**src/rtl/operand_exec.sv**
```systemverilog
// operand_exec: execute stage for two-byte logic-mode instructions sharing the memory port with fetch.
// Optional mem_ack watchdog is compiled in when AY8_MEM_TIMEOUT_EN is defined.

module operand_exec #(
  parameter int DW             = 8,
  parameter int TIMEOUT_CYCLES = 15
) (
  input  logic          CLK,
  input  logic          RST,
  input  logic          start,
  input  logic [DW-1:0] opcode,
  input  logic [DW-1:0] pc_in,
  input  logic [DW-1:0] acc_in,
  output logic          busy,
  output logic          done,
  output logic          illegal,
  output logic          mem_req,
  output logic [DW-1:0] mem_addr,
  input  logic [DW-1:0] mem_rdata,
  input  logic          mem_ack,
  output logic          pc_inc,
  output logic          alu_mode,
  output logic [3:0]    alu_sel,
  output logic [DW-1:0] alu_a,
  output logic [DW-1:0] alu_b,
  output logic          alu_cn,
  input  logic [DW-1:0] alu_f,
  input  logic          alu_zf,
  output logic          acc_we,
  output logic [DW-1:0] acc_wdata,
  output logic          zf_we,
  output logic          zf_wdata,
  output logic          timeout
);

  typedef enum logic [2:0] {IDLE, OPR, REF, ALU, WB} state_t;

  state_t        state_q, state_d;
  logic [DW-1:0] opcode_q, opcode_d;
  logic [DW-1:0] pc_q, pc_d;
  logic [DW-1:0] acc_q, acc_d;
  logic [DW-1:0] operand_q, operand_d;
  logic [DW-1:0] result_q, result_d;
  logic          zf_q, zf_d;
  logic          illegal_q, illegal_d;

`ifdef AY8_MEM_TIMEOUT_EN
  localparam int CW = $clog2(TIMEOUT_CYCLES + 1);

  logic [CW-1:0] cnt_q, cnt_d;
  logic          timeout_q, timeout_d;
  logic          expired;

  // Counts request cycles without ack; the final allowed cycle aborts the read.
  assign expired = (cnt_q == CW'(TIMEOUT_CYCLES - 1));

  always_ff @(posedge CLK or posedge RST) begin
    if (RST) begin
      cnt_q     <= '0;
      timeout_q <= 1'b0;
    end else begin
      cnt_q     <= cnt_d;
      timeout_q <= timeout_d;
    end
  end
`else
  if (TIMEOUT_CYCLES < 1) begin : g_bad_timeout_cycles
  end
`endif

  always_ff @(posedge CLK or posedge RST) begin
    if (RST) begin
      state_q   <= IDLE;
      opcode_q  <= '0;
      pc_q      <= '0;
      acc_q     <= '0;
      operand_q <= '0;
      result_q  <= '0;
      zf_q      <= 1'b0;
      illegal_q <= 1'b0;
    end else begin
      state_q   <= state_d;
      opcode_q  <= opcode_d;
      pc_q      <= pc_d;
      acc_q     <= acc_d;
      operand_q <= operand_d;
      result_q  <= result_d;
      zf_q      <= zf_d;
      illegal_q <= illegal_d;
    end
  end

  always_comb begin
    state_d   = state_q;
    opcode_d  = opcode_q;
    pc_d      = pc_q;
    acc_d     = acc_q;
    operand_d = operand_q;
    result_d  = result_q;
    zf_d      = zf_q;
    illegal_d = illegal_q;
    busy      = 1'b0;
    done      = 1'b0;
    illegal   = 1'b0;
    mem_req   = 1'b0;
    mem_addr  = '0;
    pc_inc    = 1'b0;
    alu_mode  = 1'b0;
    alu_sel   = 4'h0;
    alu_a     = '0;
    alu_b     = '0;
    alu_cn    = 1'b0;
    acc_we    = 1'b0;
    acc_wdata = '0;
    zf_we     = 1'b0;
    zf_wdata  = 1'b0;
    timeout   = 1'b0;
`ifdef AY8_MEM_TIMEOUT_EN
    cnt_d     = '0;
    timeout_d = timeout_q;
`endif

    case (state_q)
      IDLE: begin
        if (start) begin
          opcode_d = opcode;
          pc_d     = pc_in;
          acc_d    = acc_in;
`ifdef AY8_MEM_TIMEOUT_EN
          timeout_d = 1'b0;
`endif
          // Only classes 0 (immediate) and 1 (reference) are executable.
          if (opcode[7:5] == 3'b000) begin
            illegal_d = 1'b0;
            state_d   = OPR;
          end else begin
            illegal_d = 1'b1;
            state_d   = WB;
          end
        end
      end
      OPR: begin
        busy     = 1'b1;
        mem_req  = 1'b1;
        mem_addr = pc_q;
        if (mem_ack) begin
          operand_d = mem_rdata;
          pc_inc    = 1'b1;
          state_d   = opcode_q[4] ? REF : ALU;
        end
`ifdef AY8_MEM_TIMEOUT_EN
        else if (expired) begin
          timeout_d = 1'b1;
          state_d   = WB;
        end else begin
          cnt_d = cnt_q + CW'(1);
        end
`endif
      end
      REF: begin
        busy     = 1'b1;
        mem_req  = 1'b1;
        mem_addr = operand_q;
        if (mem_ack) begin
          operand_d = mem_rdata;
          state_d   = ALU;
        end
`ifdef AY8_MEM_TIMEOUT_EN
        else if (expired) begin
          timeout_d = 1'b1;
          state_d   = WB;
        end else begin
          cnt_d = cnt_q + CW'(1);
        end
`endif
      end
      ALU: begin
        busy     = 1'b1;
        alu_mode = 1'b1;
        alu_sel  = opcode_q[3:0];
        alu_a    = acc_q;
        alu_b    = operand_q;
        alu_cn   = 1'b1;
        result_d = alu_f;
        zf_d     = alu_zf;
        state_d  = WB;
      end
      WB: begin
        busy    = 1'b1;
        done    = 1'b1;
        illegal = illegal_q;
        state_d = IDLE;
`ifdef AY8_MEM_TIMEOUT_EN
        timeout = timeout_q;
`endif
        // Aborted or unsupported instructions complete without touching ACC/ZF.
        if (!illegal_q && !timeout) begin
          acc_we    = 1'b1;
          acc_wdata = result_q;
          if (opcode_q[3:0] != 4'h0) begin
            zf_we    = 1'b1;
            zf_wdata = zf_q;
          end
        end
      end
      default: state_d = IDLE;
    endcase
  end

endmodule
```
**config.mk**
```make
export PLATFORM = sky130hd
export DESIGN_NAME = operand_exec
export DESIGN_NICKNAME = d
export VERILOG_FILES = /design/src/rtl/operand_exec.sv
export SDC_FILE = /design/constraint.sdc
export NUM_CORES = 1
export LEC_CHECK = 0
export ABC_AREA = 1
export BUFFER_PORTS_ARGS = -buffer_cell sky130_fd_sc_hd__buf_2
export CORE_MARGIN = 2
export CORE_UTILIZATION = 50
export DETAILED_ROUTE_END_ITERATION = 8
export PLACE_DENSITY = 0.83
export SETUP_SLACK_MARGIN = 0.1
export SLEW_MARGIN = 25
export SYNTH_ARGS = -nofsm -noshare
export SYNTH_HDL_FRONTEND = slang
export SYNTH_SLANG_ARGS = --single-unit
```
**constraint.sdc**
```tcl
create_clock -name CLK -period 2.34 [get_ports CLK]
set_input_delay 0.234 -clock CLK [delete_from_list [all_inputs] [get_ports CLK]]
set_output_delay 0.234 -clock CLK [all_outputs]
set_load 0.005 [all_outputs]
```
# Yosys cells after proc, flatten, opt, wreduce, memory -nomap -nowiden
# Cells that the tools add are included.
# classes
n_eq_ne	7
muxes	28
reduce_logical	8
# ops
op	count
two-way mux 8 bit	4
two-way mux 1 bit	17
one-hot mux 8 bit (2 select lines)	1
two-way mux 3 bit	4
one-hot mux 3 bit (4 select lines)	1
== test 3 x 2 -> 1 bit (second input constant)	2
logical NOT 3 bit	2
inequality test 2 bit (second input constant)	3
two-way mux 4 bit	1
AND reduction 2 bit	2
nonzero test 4 bit	1
OR reduction 4 bit	1
== test 3 x 1 -> 1 bit (second input constant)	1
== test 3 bit (second input constant)	1
AND reduction 3 bit	1
OR reduction 2 bit	1
# word_totals
register_bits	42
in_bits	45
output_inout_bits	47

# Logic depth before layout (Yosys ltp)
# Gate-level depths: netlist (run 1).
# depth
depth_word	4
depth_mapped	9

# Worst setup path before layout (run 1)
# Ideal clock, no wire load.
# synth_timing
path_kind	reg-to-output
startpoint	register state_q[1]
endpoint	output port alu_mode
arrival_time_ps	1031
required_ps	2106
path_slack_ps	1075
path_stages_with_launch	6
path_buffers	1
path_cell_list	dfrtp_1 inv_1 nor2_2 nand2_1 clkinv_1 buf_4
# synth_via
elab_chain_len	2
# synth_rtl
element	line	rtl
from (decl)	38	state_t state_q, state_d;
from (signal assigned)	82	state_q <= state_d;
== test 3 x 2 -> 1 bit	n/a	
two-way mux 1 bit	n/a	
to (decl)	22	output logic alu_mode,
# No other way between the ends.

# Worst setup path in the final report (run 1)
# layout_timing
startpoint	register state_q[1]
endpoint	output port alu_mode
# layout_via
elab_chain_len	2
# layout_rtl
element	line	rtl
== test 3 x 2 -> 1 bit	123	case (state_q)
two-way mux 1 bit	123	
# No other way between the ends.

==> metrics.csv, run 1 <==
metric;value;unit
WP data required;2.11;ns
Setup crit start kind;flip-flop;
crit end category;output port;
num rows;23;
postcts setup bufs;0;
total CTS buffers;5;
Gate Count Post-Synth;270;
post-DP HPWL;3.54;mm
Fmax achieved;540;MHz
Die Ht;69.3;um
YS warnings;0;
CTS Root Buffer Type;clkbuf_8;
largest family of logic cells by synthesized area;simple AND/OR/NAND/NOR gates;
Crit Reg-Reg Startpoint;state_q[1];
via count;1939;
Tmin final;1.85;ns
hold_buf cts;0;
Worst Hold Slack;0.124;ns
Util after Layout;0.650;
Critical Path AT;1.62;ns
deepest clock path buffer count;2;
sequential cell area;1050;um^2
total global-route track usage;0.206;
post-route clock period utilization;0.792;
first-pass GRT wire length;8.09;mm
WS Path Type;reg -> out;
IO Pins;92;
slowest stage cell, crit path;dfrtp_1;
Register-to-Register Path Depth;7;
Layout Nets;401;
TNS Setup;0;ns
vias in the first global route;1935;
Syn-to-layout area delta;23.8;%
Yosys reg bits;42;
Avg Vias per Cell;4.78;
main flop type after synthesis;dfrtp_1;
Routed WL per cell;11.7;um
Initial Util;0.525;
worst IR drop on VDD;0.667;mV
Synth Area per Inst;7.90;um^2
latest clock arrival within the worst-skew pair;0.28;ns
adder-cell share of the synthesized area;0;
total wire length;4.76;mm
Post-synth EDFFs;0;
# fillers;384;
GP Congestion;0.733;
Max-Slew Margin vs Limit;0.423;
Post-synth ARST share;1.00;
mux share of post-synthesis cell area;0;
Clk pin slew, worst setup/hold paths;0.07;ns
Final Hold Vio Count;0;
antenna cells;0;
Reg-to-Reg End;operand_q[3];
Multi-input gate area;838;um^2
Synth Net Count;315;
max-slew violation count;0;
largest net degree at the start of global routing;43;
max-cap violations;0;
setup violators final;0;
clk sinks;42;
Leakage Power;1.55;nW
Hold Crit Class;in -> async;
Non-Filler Instances;406;
Iteration-0 DRC Markers;106;
Synth Area in Compound Gates;0.104;
Die Area;4800;um^2
R2R setup slack;0.80;ns
CP Cell Sequence;inv_1 -> nor2_2 -> nand2_1 -> buf_4 -> clkinv_1 -> buf_2;
PD cells;1140;nW/um^2
core box area;4060;um^2
Resized cells post-CTS;0;
Pre-Repair DR Iteration Count;4;
RSZ-0062 raised after global routing;false;
layout cell share with drive strength beyond 1;0.351;
Synth Cell Area;2130;um^2
skew final;0.00420;ns
simple-gate share of the synthesized area;0.288;
Die Width;69.3;um
Seq/Total Area, Yosys;0.493;
DRC;0;
CTS HTree Levels;2;
overflow left after global routing;0;
CTS tree;done;
Synth Area in XOR/XNOR;0;
outcome;complete, no violations;
CP max stage delay;0.42;ns
placed cell count;399;
Detail Route Antenna Nets;0;
Tightest Pin Transition;0.864;ns
initial antenna violation count;0;
PortBufs;90;
Max Fanout on Critical Path;16;
Yosys cell types;26;
## stage by stage
step                cell area, um^2  setup slack (ns)  total power (W)
finish                         2640             0.488          0.00302
global route                   2640             0.344          0.00329
CTS                            2640             0.474          0.00304
detailed placement             2560             0.787          0.00261
global placement               2560             0.830          0.00254
floorplan                      2130              1.08          0.00228
## area by class of cell
type / count / share of cell area
inverter: 38 / 0.0550
multi-input combinational: 177 / 0.318
timing repair buffer: 92 / 0.176
sequential: 42 / 0.398
tap: 50 / 0.0237
clock buffer: 7 / 0.0289
## logic make-up after synthesis
kind of cell / Yosys count
AOI/OAI and AO/OA: 29
and+or+nand+nor: 147
DFF: 42
other: 1
buffers and inverters: 51
## power by group
group / total, W / internal (W) / switching, W
sequential: 0.00124 / 0.00108 / 0.000163
combinational: 0.00135 / 0.000510 / 0.000843
clock: 0.000427 / 0.000206 / 0.000222
total: 0.00302 / 0.00179 / 0.00123
## cells in the mapped netlist (2+ instances only)
cell type	instances	area, um^2
o22ai_1	7	43.8
clkinv_1	2	7.51
nand3_1	12	60.1
nand4_1	2	12.5
o21ai_2	18	158
o21ai_0	3	15.0
inv_1	34	128
nand2_4	2	22.5
buf_6	3	33.8
nand2_1	87	327
buf_4	2	15.0
nand2_2	3	18.8
buf_2	6	30.0
dfrtp_1	42	1050
nor2_1	36	135
## placed cells by master (no fill, tap or decap), drive strengths merged
master  netlist  routed
nand4         2       2
conb          1       1
dfrtp        42      42
clkbuf        1       7
nand2        92      92
inv          36      36
nand3        12      12
buf          12      92
o21ai        22      22
o22ai         7       7
nor2         38      38
and3          1       1
nand3b        1       1
and2          1       1
clkinv        2       2
## sequential cells by signal (all words and copies together), names as in the netlist
name,count
pc_q,8
zf_q,1
state_q,3
opcode_q,5
operand_q,8
illegal_q,1
acc_q,8
result_q,8
## worst max-delay path, delay by kind of cell, from the launching register on
| kind | cells | cell delay (ns) |
|---|---|---|
| AND/OR/NAND/NOR | 2 | 0.13 |
| flip-flops | 1 | 0.42 |
| buffers and inverters | 4 | 0.80 |
## how the worst max path moves through the flow
stage                from        to  cells past startpoint
6_report       state_q[1]  alu_mode                      6
3_5_place_dp   state_q[1]  alu_mode                      6
3_3_place_gp   state_q[0]  zf_wdata                      5
5_1_grt        state_q[1]  alu_mode                      6
2_1_floorplan  state_q[1]  alu_mode                      5
4_1_cts        state_q[1]  alu_mode                      6
## per-layer routing
layer | routed length (um) | GRT usage
met1 | 2040 | 0.255
met2 | 2410 | 0.370
met3 | 284 | 0.0349
met4 | 23 | 0.0545
met5 | 0 | 0
Power figures use the tool's default switching activity.
==> inputs of run 2 (changes only) <==
CORE_UTILIZATION = 43   (was 50)
PLACE_DENSITY = 0.76   (was 0.83)
clock period = 1.6 ns   (was 2.34 ns; I/O delays follow)
==> run 2 against run 1 <==
The flow now finishes with violations (negative setup slack). Cell area grew 34%. Via count rose by 14%. Register-to-register slack worse by 0.80 ns. Flip-flop and latch count did not move. Largest power group unchanged.
==> metrics.csv, run 2 (same netlist as run 1, synthesis figures left out) <==
metric;value;unit;change
Hold Crit Class;in -> reg;;was in -> async
outcome;finished with violations;;was complete, no violations
Die Width;74.4;um;was 69.3 um
Clk pin slew, worst setup/hold paths;0.08;ns;was 0.07 ns
Iteration-0 DRC Markers;103;;was 106
violated checks;negative setup slack;;
Reg-to-Reg End;pc_q[2];;was operand_q[3]
post-DP HPWL;3.75;mm;was 3.54 mm
Critical Path AT;1.51;ns;was 1.62 ns
Worst Hold Endpoint;result_q[2];;
Die Ht;74.4;um;was 69.3 um
max-slew violation count;0;;unchanged
total CTS buffers;5;;unchanged
sequential cell area;1050;um^2;about the same
Crit Reg-Reg Startpoint;state_q[1];;unchanged
Syn-to-layout area delta;66.4;%;was 23.8%
max-cap violations;0;;unchanged
clk sinks;42;;unchanged
via count;2213;;was 1,939
Tmin final;1.67;ns;
Die Area;5540;um^2;was 4800 um^2
hold path start;alu_f[2];;
RSZ-0062 raised after global routing;true;;was false
largest net degree at the start of global routing;23;;was 43
Final WS setup;-0.0686;ns;was 0.488 ns
hold depth;3;;
Seq pwr share;0.308;;was 0.410
IO Pins;92;;unchanged
worst IR drop on VDD;0.772;mV;was 0.667 mV
Max Fanout on Critical Path;10;;was 16
Final Total Pwr;0.00601;W;was 0.00302 W
most frequent cells in the layout;buf_2, nand2_1, dfrtp_1;;unchanged
Register-to-Register Path Depth;11;;was 7
latest clock arrival within the worst-skew pair;0.29;ns;was 0.28 ns
Pre-Repair DR Iteration Count;4;;unchanged
post-route clock period utilization;1.04;;
Setup crit start kind;flip-flop;;unchanged
# fillers;336;;was 384
initial antenna violation count;0;;unchanged
R2R setup slack;0;ns;was 0.80 ns
Fmax achieved;599;MHz;
WP data required;1.44;ns;was 2.11 ns
total global-route track usage;0.195;;was 0.206
deepest clock path buffer count;2;;unchanged
Multi-input gate area;1170;um^2;was 838 um^2
WS Path Type;reg -> out;;unchanged
num rows;25;;was 23
Layout Nets;441;;was 401
vias in the first global route;1838;;was 1,935
DRC;0;;unchanged
Initial Util;0.448;;was 0.525
skew final;0.00384;ns;was 0.00420 ns
Internal;0.00348;W;was 0.00179 W
GP Congestion;0.787;;was 0.733
CTS tree;done;;unchanged
CTS HTree Levels;2;;unchanged
setup violators final;11;;was 0
logic gate share of total power;0.574;;was 0.448
CTS Root Buffer Type;clkbuf_8;;unchanged
Leakage Power;1.96;nW;was 1.55 nW
PortBufs;90;;unchanged
clock share of power;0.118;;was 0.142
Util after Layout;0.746;;was 0.650
most common cell after layout, fill and taps aside;buf_2;;unchanged
sw frac;0.421;;was 0.407
PD cells;1690;nW/um^2;was 1140 nW/um^2
antenna cells;0;;unchanged
layout cell share with drive strength beyond 1;0.552;;was 0.351
overflow left after global routing;0;;unchanged
Detail Route Antenna Nets;0;;unchanged
Avg Vias per Cell;4.77;;was 4.78
Net Sw Power;0.00253;W;was 0.00123 W
core box area;4750;um^2;was 4060 um^2
Final Hold Vio Count;0;;unchanged
total wire length;6.55;mm;was 4.76 mm
crit end category;output port;;unchanged
first-pass GRT wire length;8.31;mm;was 8.09 mm
Routed WL per cell;14.1;um;was 11.7 um
## run 2: through the flow
stage	area [um^2]	setup TNS, ns	setup WS (ns)	std cells	hold WS, ns
2_1_floorplan	2130	0	0.409	270	0.270
3_3_place_gp	2650	0	0.181	420	0.198
3_5_place_dp	2650	0	0.0929	420	0.199
4_1_cts	2910	0	0.0113	441	0.0522
5_1_grt	3550	-2.32	-0.105	464	0.0557
6_report	3550	-0.311	-0.0686	464	0.0558
## run 2: worst max path at each step
stage | start | endpoint | depth (start not counted)
2_1_floorplan | state_q[1] | alu_mode | 5
3_3_place_gp | state_q[1] | operand_q[5] | 7
3_5_place_dp | state_q[1] | operand_q[2] | 7
4_1_cts | state_q[1] | mem_addr[2] | 5
5_1_grt | state_q[1] | mem_addr[5] | 5
6_report | state_q[1] | mem_addr[5] | 5
## run 2: area by class of cell
type	instances	area share
clock inverter	2	0.00353
multi-input combinational	177	0.330
inverter	38	0.0480
tap	67	0.0236
timing repair inverter	1	0.00317
timing repair buffer	131	0.272
clock buffer	6	0.0233
sequential	42	0.297
## run 2: worst max-delay path, stage by stage, from the launching register on
cell and delay, ns:
dfrtp_1 0.43, buf_6 0.14, nor2_4 0.16, nand2_4 0.13, o22ai_1 0.20, buf_2 0.15
## run 2: what timing repair did
action                                 4_1_cts  5_1_grt
hold buffers                                 1        0
setup buffers                               11       17
resized for setup                           16      103
cloned                                       1        6
endpoints found under the hold margin       20        0
pin swaps                                    3       11
setup endpoints to repair                   52       66
## run 2: per-layer routing
| layer | up-vias | share of wire | global-route usage |
|---|---|---|---|
| met4 | 0 | 0.018 | 0.0794 |
| met5 | - | 0 | 0 |
| met3 | 9 | 0.047 | 0.0285 |
| li1 | 1079 | - | - |
| met1 | 1048 | 0.42 | 0.261 |
| met2 | 77 | 0.51 | 0.320 |
## run 2: power by group through the flow
stage / logic [W] / registers (W) / clock network (W)
2_1_floorplan: 0.00158 / 0.00176 / 0
3_3_place_gp: 0.00206 / 0.00181 / 0
3_5_place_dp: 0.00213 / 0.00183 / 0
4_1_cts: 0.00241 / 0.00182 / 0.000725
5_1_grt: 0.00374 / 0.00190 / 0.000766
6_report: 0.00345 / 0.00185 / 0.000708
==> inputs of run 3 (changes only) <==
ABC_AREA = unset   (was 1)
==> run 3 against run 2 <==
The run still ends with negative setup slack left. Clock power decreased by 7.5%. Sequential share of layout area increased by 1.4 points. Largest power group unchanged. Via count decreased by 22%.
==> metrics.csv, run 3 <==
metric;value;unit;change
Pre-Repair DR Iteration Count;4;;unchanged
CTS HTree Levels;2;;unchanged
main flop type after synthesis;dfrtp_1;;unchanged
Util after Layout;0.718;;was 0.746
Final WS setup;-0.149;ns;was -0.0686 ns
Detail Route Antenna Nets;0;;unchanged
layout cell share with drive strength beyond 1;0.747;;was 0.552
skew final;0.00433;ns;was 0.00384 ns
total CTS buffers;5;;unchanged
PortBufs;90;;unchanged
Max Fanout on Critical Path;6;;was 10
post-route clock period utilization;1.09;;was 1.04
Die Width;74.1;um;was 74.4 um
vias in the first global route;1618;;was 1,838
Die Ht;74.1;um;was 74.4 um
max-cap violations;0;;unchanged
Final Hold Vio Count;0;;unchanged
via count;1728;;was 2,213
commonest cells in the netlist;dfrtp_1, and2_1, mux2_2, mux2_4, nor2_1;;was nand2_1, dfrtp_1, nor2_1, inv_1, o21ai_2
CTS Root Buffer Type;clkbuf_8;;unchanged
CTS tree;done;;unchanged
most frequent cells in the layout;buf_2, dfrtp_1, buf_6;;was buf_2, nand2_1, dfrtp_1
Post-synth EDFFs;0;;unchanged
Synth Cell Area;2120;um^2;was 2130 um^2
WS Path Type;reg -> out;;unchanged
Avg Vias per Cell;4.91;;was 4.77
total global-route track usage;0.202;;was 0.195
Tmin final;1.75;ns;was 1.67 ns
crit end category;output port;;unchanged
post-DP HPWL;3.46;mm;was 3.75 mm
worst IR drop on VDD;0.850;mV;was 0.772 mV
Syn-to-layout area delta;60.2;%;was 66.4%
Synth area leader;dfrtp_1;;unchanged
IO Pins;92;;unchanged
CP Cell Sequence;buf_6 -> nand2_4 -> nor2_4 -> buf_6 -> clkbuf_16 -> and2_4 -> buf_6;;was buf_6 -> nor2_4 -> nand2_4 -> o22ai_1 -> buf_2
first-pass GRT wire length;8.13;mm;was 8.31 mm
Post-synth ARST share;1.00;;unchanged
GP Congestion;0.785;;was 0.787
RSZ-0062 raised after global routing;true;;unchanged
CP Launch Point;state_q[1];;unchanged
latest clock arrival within the worst-skew pair;0.30;ns;was 0.29 ns
Iteration-0 DRC Markers;95;;was 103
Initial Util;0.448;;about the same
violated checks;negative setup slack;;unchanged
TNS Setup;-4.28;ns;was -0.311 ns
YS warnings;0;;unchanged
hold path start;opcode[3];;was alu_f[2]
clk sinks;42;;unchanged
deepest clock path buffer count;2;;unchanged
top-area cell type share of the netlist area;0.497;;was 0.493
slowest stage cell, crit path;dfrtp_2;;was dfrtp_1
total wire length;5.89;mm;was 6.55 mm
Layout Nets;330;;was 441
R2R setup slack;-0.08;ns;was 0 ns
Synth Net Count;212;;was 315
outcome;finished with violations;;unchanged
DRC;0;;unchanged
Routed WL per cell;16.7;um;was 14.1 um
Gate Count Post-Synth;167;;was 270
Clk pin slew, worst setup/hold paths;0.08;ns;about the same
Die Area;5500;um^2;was 5540 um^2
most frequent cell after synthesis;dfrtp_1;;was nand2_1
Seq/Total Area, Yosys;0.497;;was 0.493
Synth Area per Inst;12.7;um^2;was 7.90 um^2
max-slew violation count;0;;unchanged
num rows;25;;unchanged
Leakage Power;1.69;nW;was 1.96 nW
largest net degree at the start of global routing;23;;unchanged
WP data required;1.44;ns;about the same
antenna cells;0;;unchanged
core box area;4720;um^2;was 4750 um^2
overflow left after global routing;0;;unchanged
Critical Path Most Common Cell;buf_6;;
CP max stage delay;0.44;ns;was 0.43 ns
setup violators final;53;;was 11
Yosys reg bits;42;;unchanged
top post-synthesis cells by area;dfrtp_1, mux2_4, mux2_2;;was dfrtp_1, nand2_1, o21ai_2
PD cells;1400;nW/um^2;was 1690 nW/um^2
Crit Reg-Reg Startpoint;state_q[1];;unchanged
Yosys cell types;25;;was 26
Fmax achieved;572;MHz;was 599 MHz
Hold Crit Class;in -> reg;;unchanged
most common cell after layout, fill and taps aside;buf_2;;unchanged
Critical Path AT;1.59;ns;was 1.51 ns
Setup crit start kind;flip-flop;;unchanged
initial antenna violation count;0;;unchanged
run 3: cell type report:
cell class	instances	area, um^2
clock inverters	2	10.0
inverters	1	3.75
repair buffers	124	1060
well taps	67	83.8
clock buffers	5	68.8
multi-input cells	111	1110
flip-flops and latches	42	1050
fillers	313	1330
run 3: logic make-up after synthesis:
| kind of cell | count (synthesis) | share of synthesized area |
|---|---|---|
| other cells | 1 | 0.00177 |
| simple gates | 55 | 0.161 |
| xor+xnor | 1 | 0.00414 |
| mux | 38 | 0.234 |
| buf+inv | 14 | 0.0438 |
| compound gates | 16 | 0.0580 |
| flops | 42 | 0.497 |
run 3: where the power goes:
group	leakage (nW)	switching [W]	internal, W	total, W
clock network	0.0438	0.000362	0.000293	0.000655
registers	0.504	0.000384	0.00155	0.00193
logic	1.14	0.000782	0.00137	0.00215
run 3: what timing repair did:
action                                  4_1_cts  5_1_grt
resized for setup                            19       73
buffers inserted                             12        7
hold buffers                                  1        0
pin swaps                                    12       10
endpoints found under the setup margin       83       76
hold endpoints to repair                     21        0
cloned                                        3        2
run 3: routing by layer:
| layer | part of all wire | vias up | GRT usage |
|---|---|---|---|
| li1 | - | 800 | - |
| met1 | 0.42 | 856 | 0.274 |
| met2 | 0.51 | 64 | 0.324 |
| met3 | 0.060 | 8 | 0.0407 |
| met4 | 0.015 | 0 | 0.0707 |
| met5 | 0 | - | 0 |
run 3: worst max-delay path, delay by kind of cell (launching register included):
family                 cells  cell delay (ns)
and+or+nand+nor            3             0.33
buffers and inverters      4             0.52
DFF                        1             0.44
run 3: worst paths after layout:
check	to	cells past startpoint
max	alu_sel[0]	7
min	opcode_q[3]	2
max reg2reg	acc_q[6]	6
min reg2reg	acc_q[4]	1
max in group asynchronous	operand_q[5]	4
min in group asynchronous	acc_q[3]	3
run 3: through the flow:
step	power [W]	area [um^2]	setup slack, ns	hold slack, ns	instances
finish	0.00473	3390	-0.149	0.0825	352
floorplan	0.00296	2120	0.0726	0.308	167
detailed placement	0.00344	2680	0.0172	0.219	322
CTS	0.00447	3040	-0.141	0.0845	344
global route	0.00497	3390	-0.219	0.0844	352
global placement	0.00338	2680	0.0493	0.212	322
